==> config.mk <==
export PLATFORM = sky130hd
export DESIGN_NAME = block_check_arbiter
export DESIGN_NICKNAME = d
export VERILOG_FILES = /design/src/rtl/block_check_arbiter.sv
export SDC_FILE = /design/constraint.sdc
export NUM_CORES = 1
export LEC_CHECK = 0
export ABC_AREA = 1
export BUFFER_PORTS_ARGS = -buffer_cell sky130_fd_sc_hd__buf_2
export CAP_MARGIN = 20
export CORE_AREA = 2 2 65 67
export DETAILED_ROUTE_END_ITERATION = 8
export DIE_AREA = 0 0 67 69
export PLACE_DENSITY_LB_ADDON = 0.08
export SLEW_MARGIN = 5
export SYNTH_ARGS = -nofsm -noshare
export SYNTH_HDL_FRONTEND = slang
export SYNTH_SLANG_ARGS = --single-unit
export TNS_END_PERCENT = 30
==> constraint.sdc <==
create_clock -name clk -period 1.8 [get_ports clk]
set_input_delay 0.09 -clock clk [delete_from_list [all_inputs] [get_ports clk]]
set_output_delay 0.09 -clock clk [all_outputs]
set_load 0.05 [all_outputs]
==> src/rtl/block_check_arbiter.sv <==
// Round-robin front end for a shared begin/end checker: streams one requester's
// frame at a time into the checker and reports the verdict, length and owner per frame.
module block_check_arbiter #(
    parameter int IDLE_LIMIT = 16
) (
    input  logic       clk,
    input  logic       reset,
    input  logic       req0_valid,
    input  logic [7:0] req0_char,
    input  logic       req0_last,
    output logic       req0_ready,
    input  logic       req1_valid,
    input  logic [7:0] req1_char,
    input  logic       req1_last,
    output logic       req1_ready,
    output logic       chk_clr,
    output logic       chk_en,
    output logic [7:0] chk_in,
    input  logic       chk_result,
    output logic       done_valid,
    output logic       done_id,
    output logic       done_result,
    output logic       done_err,
    output logic [7:0] done_len
);
    // state  | meaning
    // IDLE   | wait for a requester, latch round-robin grant
    // CLEAR  | one-cycle clear of the shared checker
    // STREAM | forward the granted requester's characters
    // DRAIN  | checker consumes the final character
    // REPORT | capture the verdict and pulse done_valid
    typedef enum logic [2:0] {
        IDLE   = 3'd0,
        CLEAR  = 3'd1,
        STREAM = 3'd2,
        DRAIN  = 3'd3,
        REPORT = 3'd4
    } state_t;

    localparam int SW = $clog2(IDLE_LIMIT + 1);

    state_t        state;
    state_t        state_next;
    logic          grant;
    logic          grant_next;
    logic          last_grant;
    logic [7:0]    len_cnt;
    logic [SW-1:0] stall_cnt;
    logic          sel_valid;
    logic          sel_last;
    logic [7:0]    sel_char;
    logic          any_valid;
    logic          accept;
    logic          stall;
    logic          abort;

    assign sel_valid  = grant ? req1_valid : req0_valid;
    assign sel_last   = grant ? req1_last  : req0_last;
    assign sel_char   = grant ? req1_char  : req0_char;
    assign any_valid  = req0_valid || req1_valid;
    assign grant_next = (req0_valid && req1_valid) ? !last_grant : req1_valid;

    assign accept = (state == STREAM) && sel_valid;
    assign stall  = (state == STREAM) && !sel_valid;
    // Abort on the stall cycle that would bring the count up to IDLE_LIMIT.
    assign abort  = stall && (stall_cnt == SW'(IDLE_LIMIT - 1));

    always_ff @(posedge clk or negedge reset) begin
        if (!reset) begin
            state <= IDLE;
        end else begin
            state <= state_next;
        end
    end

    always_comb begin
        state_next = state;
        case (state)
            IDLE:    if (any_valid) state_next = CLEAR;
            CLEAR:   state_next = STREAM;
            STREAM: begin
                if (abort) begin
                    state_next = IDLE;
                end else if (accept && sel_last) begin
                    state_next = DRAIN;
                end
            end
            DRAIN:   state_next = REPORT;
            REPORT:  state_next = IDLE;
            default: state_next = IDLE;
        endcase
    end

    always_comb begin
        req0_ready = 1'b0;
        req1_ready = 1'b0;
        chk_clr    = 1'b0;
        case (state)
            CLEAR:  chk_clr = 1'b1;
            STREAM: begin
                req0_ready = !grant;
                req1_ready = grant;
            end
            default: ;
        endcase
    end

    always_ff @(posedge clk or negedge reset) begin
        if (!reset) begin
            grant       <= 1'b0;
            last_grant  <= 1'b1;
            len_cnt     <= 8'd0;
            stall_cnt   <= '0;
            chk_en      <= 1'b0;
            chk_in      <= 8'd0;
            done_valid  <= 1'b0;
            done_id     <= 1'b0;
            done_result <= 1'b0;
            done_err    <= 1'b0;
            done_len    <= 8'd0;
        end else begin
            chk_en     <= accept;
            done_valid <= 1'b0;

            if (accept) begin
                chk_in <= sel_char;
            end

            if (state == IDLE && any_valid) begin
                grant <= grant_next;
            end

            if (state == CLEAR) begin
                len_cnt <= 8'd0;
            end else if (accept && len_cnt != 8'hFF) begin
                len_cnt <= len_cnt + 8'd1;
            end

            if (!stall || abort) begin
                stall_cnt <= '0;
            end else begin
                stall_cnt <= stall_cnt + 1'b1;
            end

            // The pointer moves only when a frame finishes, normally or by abort.
            if (state == REPORT) begin
                done_valid  <= 1'b1;
                done_id     <= grant;
                done_result <= chk_result;
                done_err    <= 1'b0;
                done_len    <= len_cnt;
                last_grant  <= grant;
            end else if (abort) begin
                done_valid  <= 1'b1;
                done_id     <= grant;
                done_result <= 1'b0;
                done_err    <= 1'b1;
                done_len    <= len_cnt;
                last_grant  <= grant;
            end
        end
    end
endmodule

==> results of run 1 <==
-- flip-flops by register name (all words and copies together) (netlist names) --
register and count:
chk_en 1, done_id 1, len_cnt 8, done_result 1
done_len 8, grant 1, last_grant 1, done_err 1
done_valid 1, stall_cnt 5, state 3, chk_in 8
-- synth_stat cells (all sizes together) --
cell,number
a31oi,8
o21bai,1
o21ai,4
clkbuf,2
or2,1
a21oi,4
nand3,27
nor2,29
inv,19
nor3,2
nand4,1
xnor2,1
buf,5
xor2,1
dfstp,1
o21a,1
ha,3
nor3b,3
nand2,78
dfrtp,38
-- worst min-delay path: cells and delay by family --
family	cells	cell delay (ns)
buf+inv	1	0.08
simple gates	2	0.10
-- report_power, final --
group / leakage [µW] / internal [µW] / switching, µW
combinational: 0.000681 / 552 / 1490
sequential: 0.000502 / 1180 / 215
clock: 0.0000515 / 349 / 281
total: 0.00124 / 2080 / 1980
-- stage by stage --
step	setup slack (ns)	std cells	instance area [µm²]
floorplan	0.3017	229	1906
detailed placement	0.2879	324	2183
finish	0.2076	333	2293
global placement	0.2963	324	2183
CTS	0.1964	333	2293
global route	0.1062	333	2293
-- final cells by class --
type                    instances  area share
inverters                      19     0.03110
clock buffers                   8     0.04364
well taps                      50     0.02728
flip-flops and latches         39      0.4261
multi-input cells             164      0.3475
repair buffers                 53      0.1244
-- worst paths after layout --
path	startpoint	end	slack, ns
max	state[1]	chk_clr	0.21
min	chk_result	done_result	0.02
max reg2reg	stall_cnt[0]	done_len[2]	0.28
min reg2reg	stall_cnt[0]	stall_cnt[0]	0.46
max in group asynchronous	reset	last_grant	1.07
min in group asynchronous	reset	done_err	0.38
-- what timing repair did --
item                                   CTS  global route
hold buffers                             1             0
endpoints found under the hold margin   38             0
buffers inserted                         0             0
-- logic make-up after synthesis --
| family | after synthesis | share of synthesized area |
|---|---|---|
| and+or+nand+nor | 141 | 0.3322 |
| DFF | 39 | 0.5128 |
| buffers and inverters | 26 | 0.06894 |
| AOI/OAI and AO/OA | 18 | 0.05713 |
| adders and majority gates | 3 | 0.01970 |
| xor gates and xnor gates | 2 | 0.009194 |
-- metal layers --
metal / track usage / up-vias / wire length [µm] / share of wire
met2: 0.2827 / 55 / 1643 / 0.43
li1: - / 836 / - / -
met4: 0.05442 / 0 / 40 / 0.011
met3: 0.03915 / 4 / 222 / 0.059
met1: 0.2497 / 725 / 1880 / 0.50
met5: 0 / - / 0 / 0
==> metrics.md, run 1 <==
| Metric | Value |
|---|---|
| Grt ovf | 0 |
| Layout area overhead | 20.35% |
| Drt drc | 0 |
| Final #Nets | 308 |
| Syn Nets | roughly 260 |
| Routed vias/inst | about 4.9 |
| Via Count | between 1500 and 2000 |
| Setup_tns | 0 ns |
| Fin util | 0.5860 |
| Chip width | 67 µm |
| Final period utilization | 0.8846 |
| Syn Inst Count | 229 |
| Post-detail-place hpwl | 2847 µm |
| Hold Crit Class | input port to flip-flop |
| Largest net degree at the start of global routing | 40 |
| Overall Global Routing Usage | 0.1810 |
| Crit-path cells | nor3_4 > buf_2 |
| Delay-heaviest family, CP | flip-flops |
| Post-cts resize count | 0 |
| Pleak | ~0.0012 µW |
| Buf/Inv on CP | 1 |
| Hold Vio Cnt, Final | 0 |
| Status | finished, final reports clean |
| Area of the multi-input gates | 797.0 µm² |
| Total power | around 4100 µW |
| Router iterations before antenna repair | 4 |
| Most frequent cells in the layout | nand2_1, buf_2, dfrtp_1 |
| Clock skew | 0.006248 ns |
| Share of the synthesized area in the top cell type | 0.4990 |
| CP arrival | 1.50 ns |
| Worst Tran Pin Value | 0.4859 ns |
| Worst reg-to-reg path cell count | 8 |
| Worst hold margin | 0.02265 ns |
| Number of core rows | 23 |
| Synth Register Bits | 39 |
| CTS tree | built |
| Fraction of layout cells with a size suffix above 1 | 0.2544 |
| CP max FO | 7 |
| Syn Area/Cell | between 8 and 9 µm² |
| Synth area leader | dfrtp_1 |
| Post-synthesis cell type count | 31 |
| Maximum vdd ir drop | 939.2 µV |
| Critical path startpoint category | flip-flop |
| CORE AREA | 3914 µm² |
| Seq/Total Area, Yosys | 0.5128 |
| Worst-skew pair later-pin latency | 0.28 ns |
| Final Wtd Congestion | 0.7703 |
| Rel. slew slack | 0.6761 |
| Final Slew Violations | 0 |
| Critical-path top delay cell | dfrtp_1 |
| Ranking of synthesized cells by area | dfrtp_1, nand2_1, nand3_1 |
| Post-synthesis cell area | about 1900 µm² |
| Setup-failing EPs final | 0 |
| CP max stage delay | 0.47 ns |
| Worst Hold Depth | 3 |
| Port Buffers | 46 |
| Die area | 4623 µm² |
| Layout fillers | 384 |
| CTS clock-pin slew for the worst setup and hold paths | 0.07 ns |
| Max-cap viol count | 0 |
| CP required | 1.71 ns |
| CP endpoint kind | output pin |
| Num CTS Buffers | 5 |
| Clock Tree Buf Depth | 2 |
| Initial antenna violation count | 0 |
| DRT antenna net count | 0 |
| Post-DR wirelength/cell | 11.37 µm |
| Storage cell area | ~1000 µm² |
| Io pins | 47 |
| Clock Tree Root | clkbuf_8 |
| First-pass GRT wire length | 6568 µm |
| Initial DRC count | 106 |
| Ant. Diodes | 0 |
| Max Clock Freq | between 600 and 700 MHz |
| WL final | ~3800 µm |
| H-tree depth | 2 |
| WP depth | 2 |
| Most common cell after layout, fill and taps aside | nand2_1 |
| Cell area power density | 1771 nW/µm² |
| Synth warn | 0 |
| Post-layout min period | 1.592 ns |
| Initial Util | 0.4869 |
| Worst Path Class, Setup | flip-flop to output pin |
| Vias in the first global route | 1513 |
| RSZ-0062 raised after global routing | no |
| Height of the die | 69 µm |
| Clk sinks | 39 |
Note: power is estimated with default switching activity, not from simulation.
==> run 2: changes to the inputs <==
--- a/config.mk
+++ b/config.mk
@@ -9,6 +9,7 @@
 export BUFFER_PORTS_ARGS = -buffer_cell sky130_fd_sc_hd__buf_2
 export CAP_MARGIN = 20
 export CORE_AREA = 2 2 65 67
+export CTS_BUF_LIST = sky130_fd_sc_hd__clkbuf_4 sky130_fd_sc_hd__clkbuf_8
 export DETAILED_ROUTE_END_ITERATION = 8
 export DIE_AREA = 0 0 67 69
 export PLACE_DENSITY_LB_ADDON = 0.08
==> constraint.sdc (replaced) <==
create_clock -name clk -period 2.05 [get_ports clk]
set_input_delay 0.1025 -clock clk [delete_from_list [all_inputs] [get_ports clk]]
set_output_delay 0.1025 -clock clk [all_outputs]
set_load 0.05 [all_outputs]
==> metrics.md, run 2 (same netlist as run 1, synthesis figures left out) <==
| Metric | Value |
|---|---|
| Worst Path Class, Setup | flip-flop to flip-flop |
| Height of the die | 69 µm (unchanged) |
| Layout fillers | 395 (+2.9%) |
| Number of core rows | 23 (unchanged) |
| Post-detail-place hpwl | 2721 µm (-4.4%) |
| Fraction of layout cells with a size suffix above 1 | 0.2446 (-0.009813) |
| Post-CTS setup buffers | 0 (unchanged) |
| Routed vias/inst | 4.866 (about the same) |
| Hold Vio Cnt, Final | 0 (unchanged) |
| Layout area overhead | 17.79% |
| Post-layout min period | 1.701 ns |
| CTS tree | built |
| CP arrival | 1.93 ns (+0.43 ns) |
| CP dominant cell by count | nand2_1 |
| Grt ovf | 0 (unchanged) |
| Maximum vdd ir drop | 778.5 µV (-17%) |
| Critical-path top delay cell | dfrtp_1 |
| CP endpoint kind | flip-flop |
| Post-DR wirelength/cell | 11.52 µm (+1.3%) |
| Pleak | 0.001209 µW (-2.1%) |
| Hold Crit Class | input port to flip-flop |
| Worst Tran Pin Value | 0.8473 ns (+0.3614 ns) |
| Fin area | 2245 µm² (-2.1%) |
| Largest net degree at the start of global routing | 40 (unchanged) |
| Logic pwr share | 0.489 (-0.013) |
| Pre-CTS WS | 0.3483 ns (+0.06044 ns) |
| Overall Global Routing Usage | 0.1809 (about the same) |
| Initial DRC count | 118 (+11%) |
| Rel. slew slack | 0.4351 (-0.2410) |
| CP required | 2.27 ns (+0.56 ns) |
| Num CTS Buffers | 5 (unchanged) |
| Worst-skew pair later-pin latency | 0.29 ns (about the same) |
| WL final | 3778 µm (-0.21%) |
| DRT antenna net count | 0 (unchanged) |
| Drt drc | 0 (unchanged) |
| Ant. Diodes | 0 (unchanged) |
| Seq pwr share | 0.361 (+0.018) |
| Setup crit start | grant |
| Final Slew Violations | 0 (unchanged) |
| CP max FO | 19 (+12) |
| Die area | 4623 µm² (unchanged) |
| Crit-path cells | inv_2 > nand2_1 > nand2_1 > nor2_4 > buf_4 > nand2_1 > nand2_1 > nand2_1 > nor2_1 |
| Initial antenna violation count | 0 (unchanged) |
| Most common cell after layout, fill and taps aside | nand2_1 |
| CP max stage delay | 0.63 ns (+0.16 ns) |
| Hold_sp | chk_result |
| Final #Nets | 303 (-1.6%) |
| Most frequent cells in the layout | nand2_1, buf_2, dfrtp_1 |
| CORE AREA | 3914 µm² (unchanged) |
| Post-cts resize count | 0 (unchanged) |
| Final Wtd Congestion | 0.8178 (+6.2%) |
| Cell area power density | 1547 nW/µm² (-13%) |
| Final period utilization | 0.8299 |
| Vias in the first global route | 1513 (unchanged) |
| H-tree depth | 2 (unchanged) |
| Clock skew | 0.005236 ns (-0.001012 ns) |
| Chip width | 67 µm (unchanged) |
| Worst hold margin | 0.01993 ns (-0.002719 ns) |
| Router iterations before antenna repair | 6 (+2) |
| Max Clock Freq | approximately 600 MHz |
| First-pass GRT wire length | 6610 µm (+0.64%) |
| Clock Tree Buf Depth | 2 (unchanged) |
| Via Count | 1596 (-1.5%) |
| Setup_tns | 0 ns (unchanged) |
| RSZ-0062 raised after global routing | no |
| Top flop regs | chk_in (8), done_len (8), len_cnt (8) |
| Clock Tree Root | clkbuf_8 |
| Port Buffers | 46 (unchanged) |
| Max-cap viol count | 0 (unchanged) |
| Clk sinks | 39 (unchanged) |
| Total power | 3473 µW (-14%) |
| Pint | 1743 µW (-16%) |
| Setup-failing EPs final | 0 (unchanged) |
| Placed cell area | 2146 µm² (-1.7%) |
| Final setup margin | 0.3487 ns (+0.1410 ns) |
| Io pins | 47 (unchanged) |
| Sw Ratio | 0.4980 (+0.009999) |
| Hold Buf Count CTS | 1 (unchanged) |
| Initial Util | 0.4869 (unchanged) |
| Critical path startpoint category | flip-flop |
| Status | finished, final reports clean |
| Clock Power Share | 0.150 (-0.005) |
| NetSw | 1729 µW (-13%) |
| CTS clock-pin slew for the worst setup and hold paths | 0.07 ns (about the same) |
| Critical R2R Launch | grant |
run 2: final timing paths:
path	end	slack (ns)	cells after the start
max	state[0]	0.35	9
min reg2reg	stall_cnt[0]	0.46	1
max in group asynchronous	len_cnt[5]	1.06	2
max reg2reg	state[0]	0.35	9
min in group asynchronous	done_id	0.46	2
min	done_result	0.02	3
run 2: worst max-delay path: cells and delay by family, from the launching register on:
kind                   cells  cell delay, ns
DFF                        1            0.63
and+or+nand+nor            7            0.57
buffers and inverters      2            0.44
run 2: metrics by stage:
stage	instances	utilization
2_1_floorplan	229	-
3_5_place_dp	319	0.5483
3_3_place_gp	319	0.5483
5_1_grt	328	0.5735
4_1_cts	328	0.5735
6_report	328	0.5735
run 2: layout make-up:
cell class	count	area (µm²)	share of cell area
Clock buffer	7	83.83	0.03735
Inverter	19	71.32	0.03177
Sequential cell	39	977.2	0.4353
Clock inverter	1	5.005	0.002230
Timing Repair Buffer	48	247.7	0.1104
Tap cell	50	62.56	0.02787
Multi-Input combinational cell	164	797.0	0.3551
run 2: power by group through the flow:
stage	Clock [µW]	Combinational [µW]	Sequential (µW)
after floorplan	0	848	1780
after global placement	0	1710	1270
after detailed placement	0	1720	1270
after CTS	540	1720	1260
after global routing	571	1860	1300
final	522	1700	1250
run 2: layer usage:
| layer | track usage | vias up | wire length (µm) |
|---|---|---|---|
| li1 | - | 829 | - |
| met4 | 0.04082 | 0 | 36 |
| met3 | 0.05220 | 5 | 208 |
| met1 | 0.2420 | 720 | 1793 |
| met2 | 0.2882 | 42 | 1740 |
| met5 | 0 | - | 0 |
==> run 3: changes to the inputs <==
==> constraint.sdc (replaced) <==
create_clock -name clk -period 1.7 [get_ports clk]
set_input_delay 0.085 -clock clk [delete_from_list [all_inputs] [get_ports clk]]
set_output_delay 0.085 -clock clk [all_outputs]
set_load 0.05 [all_outputs]
==> metrics.md, run 3 (same netlist as run 1, synthesis figures left out) <==
| Metric | Value |
|---|---|
| Routed vias/inst | 4.823 (-0.87%) |
| Clock skew | 0.004347 ns (-0.0008887 ns) |
| Rel. slew slack | 0.6784 (+0.2433) |
| Clk sinks | 39 (unchanged) |
| Die area | 4623 µm² (unchanged) |
| Layout fillers | 384 (-2.8%) |
| Pleak | 0.001250 µW (+3.4%) |
| RSZ-0062 raised after global routing | no |
| Grt met3 use | 0.05057 (-0.001631) |
| Final period utilization | 0.9026 |
| Maximum vdd ir drop | 971.2 µV (+25%) |
| CP max FO | 7 (-12) |
| CTS tree | built |
| Logic pwr share | 0.484 (-0.005) |
| Final #Nets | 309 (+2.0%) |
| Fin util | 0.5924 (+0.01886) |
| Met2 Use GR | 0.3025 (+0.01430) |
| Clock Power Share | 0.181 (+0.031) |
| Hold Vio Cnt, Final | 0 (unchanged) |
| Port Buffers | 46 (unchanged) |
| Post-detail-place hpwl | 2838 µm (+4.3%) |
| CP arrival | 1.45 ns (-0.48 ns) |
| Fraction of layout cells with a size suffix above 1 | 0.2606 (+0.01596) |
| Via Count | 1611 (+0.94%) |
| Worst hold margin | 0.008594 ns (-0.01134 ns) |
| Grt met1 use | 0.2519 (+0.009829) |
| Reg-to-reg slack, setup | 0.20 ns (-0.15 ns) |
| Overall Global Routing Usage | 0.1930 (+0.01205) |
| Layout area overhead | 21.67% |
| CTS clock-pin slew for the worst setup and hold paths | 0.08 ns (about the same) |
| Setup_tns | 0 ns (unchanged) |
| Fin area | 2318 µm² (+3.3%) |
| Placed cell area | 2191 µm² (+2.1%) |
| Initial antenna violation count | 0 (unchanged) |
| Critical path startpoint category | flip-flop |
| Post-layout min period | 1.534 ns |
| Post-DR wirelength/cell | 11.47 µm (-0.44%) |
| Vias in the first global route | 1537 (+1.6%) |
| Initial DRC count | 67 (-43%) |
| Post-CTS setup buffers | 0 (unchanged) |
| Io pins | 47 (unchanged) |
| Final Wtd Congestion | 0.7581 (-7.3%) |
| Clock Tree Root | clkbuf_8 |
| Drt drc | 0 (unchanged) |
| First-pass GRT wire length | 6803 µm (+2.9%) |
| Setup-failing EPs final | 0 (unchanged) |
| Worst Tran Pin Value | 0.4824 ns (-0.3649 ns) |
| Ant. Diodes | 0 (unchanged) |
| Worst-skew pair later-pin latency | 0.29 ns (about the same) |
| Most common cell after layout, fill and taps aside | nand2_1 |
| Hold Buf Count CTS | 1 (unchanged) |
| Number of core rows | 23 (unchanged) |
| H-tree depth | 2 (unchanged) |
| Largest net degree at the start of global routing | 40 (unchanged) |
| Grt ovf | 0 (unchanged) |
| Status | finished, final reports clean |
| Pint | 2304 µW (+32%) |
| Router iterations before antenna repair | 4 (-2) |
| Num CTS Buffers | 5 (unchanged) |
| Seq pwr share | 0.335 (-0.026) |
| Busiest layer in global routing | met2 |
| Max-cap viol count | 0 (unchanged) |
| Hold Crit Class | input port to flip-flop |
| Placed insts | 325 (+1.9%) |
| Sw Ratio | 0.4792 (-0.01880) |
| Cell area power density | 1908 nW/µm² (+23%) |
| CP endpoint kind | output pin |
| Top flop regs | chk_in (8), done_len (8), len_cnt (8) |
| Height of the die | 69 µm (unchanged) |
| Final Slew Violations | 0 (unchanged) |
| WL final | 3830 µm (+1.4%) |
| DRT antenna net count | 0 (unchanged) |
| Post-cts resize count | 0 (unchanged) |
| Finished Layout Cells | 334 (+1.8%) |
| CORE AREA | 3914 µm² (unchanged) |
| NetSw | 2119 µW (+23%) |
| Worst Path Class, Setup | flip-flop to output pin |
| CP required | 1.62 ns (-0.65 ns) |
| Most frequent cells in the layout | nand2_1, buf_2, dfrtp_1 |
| Max Clock Freq | 651.7 MHz |
| Initial Util | 0.4869 (unchanged) |
| Clock Tree Buf Depth | 2 (unchanged) |
| Chip width | 67 µm (unchanged) |
## run 3: final cells by class
type | count | area (µm²) | area share
inverters | 19 | 71.32 | 0.03076
multi-input cells | 164 | 797.0 | 0.3438
clock inverters | 2 | 35.03 | 0.01511
flip-flops and latches | 39 | 977.2 | 0.4215
repair buffers | 54 | 292.8 | 0.1263
well taps | 50 | 62.56 | 0.02698
clock buffers | 6 | 82.58 | 0.03562
## run 3: critical path: stages (launching register included)
cell and delay (ns):
dfrtp_1 0.47, nor3_4 0.35, buf_2 0.33
## run 3: final timing paths
check                                   from           end  depth (start not counted)
worst min register to register  stall_cnt[0]  stall_cnt[0]                          1
worst max register to register  stall_cnt[0]   done_len[4]                          8
max in group asynchronous              reset    last_grant                          3
worst max-delay path                state[1]       chk_clr                          2
min in group asynchronous              reset      state[2]                          3
worst min-delay path              chk_result   done_result                          3
## run 3: per-layer routing
metal  vias up  part of all wire
met5         -                 0
met4         0             0.017
met3         4             0.061
met2        47              0.45
met1       722              0.47
li1        838                 -
## run 3: power by group through the flow
stage / logic, µW / registers, µW / clock network [µW]
5_1_grt: 2360 / 1540 / 870
2_1_floorplan: 1020 / 2140 / 0
6_report: 2140 / 1480 / 800
4_1_cts: 2160 / 1490 / 819
3_5_place_dp: 2170 / 1500 / 0
3_3_place_gp: 2140 / 1500 / 0
## run 3: through the flow
stage	setup slack (ns)	total power [µW]
floorplan	0.2017	3164
detailed placement	0.1979	3668
finish	0.1655	4423
global placement	0.2507	3639
global route	0.04551	4769
CTS	0.1228	4471
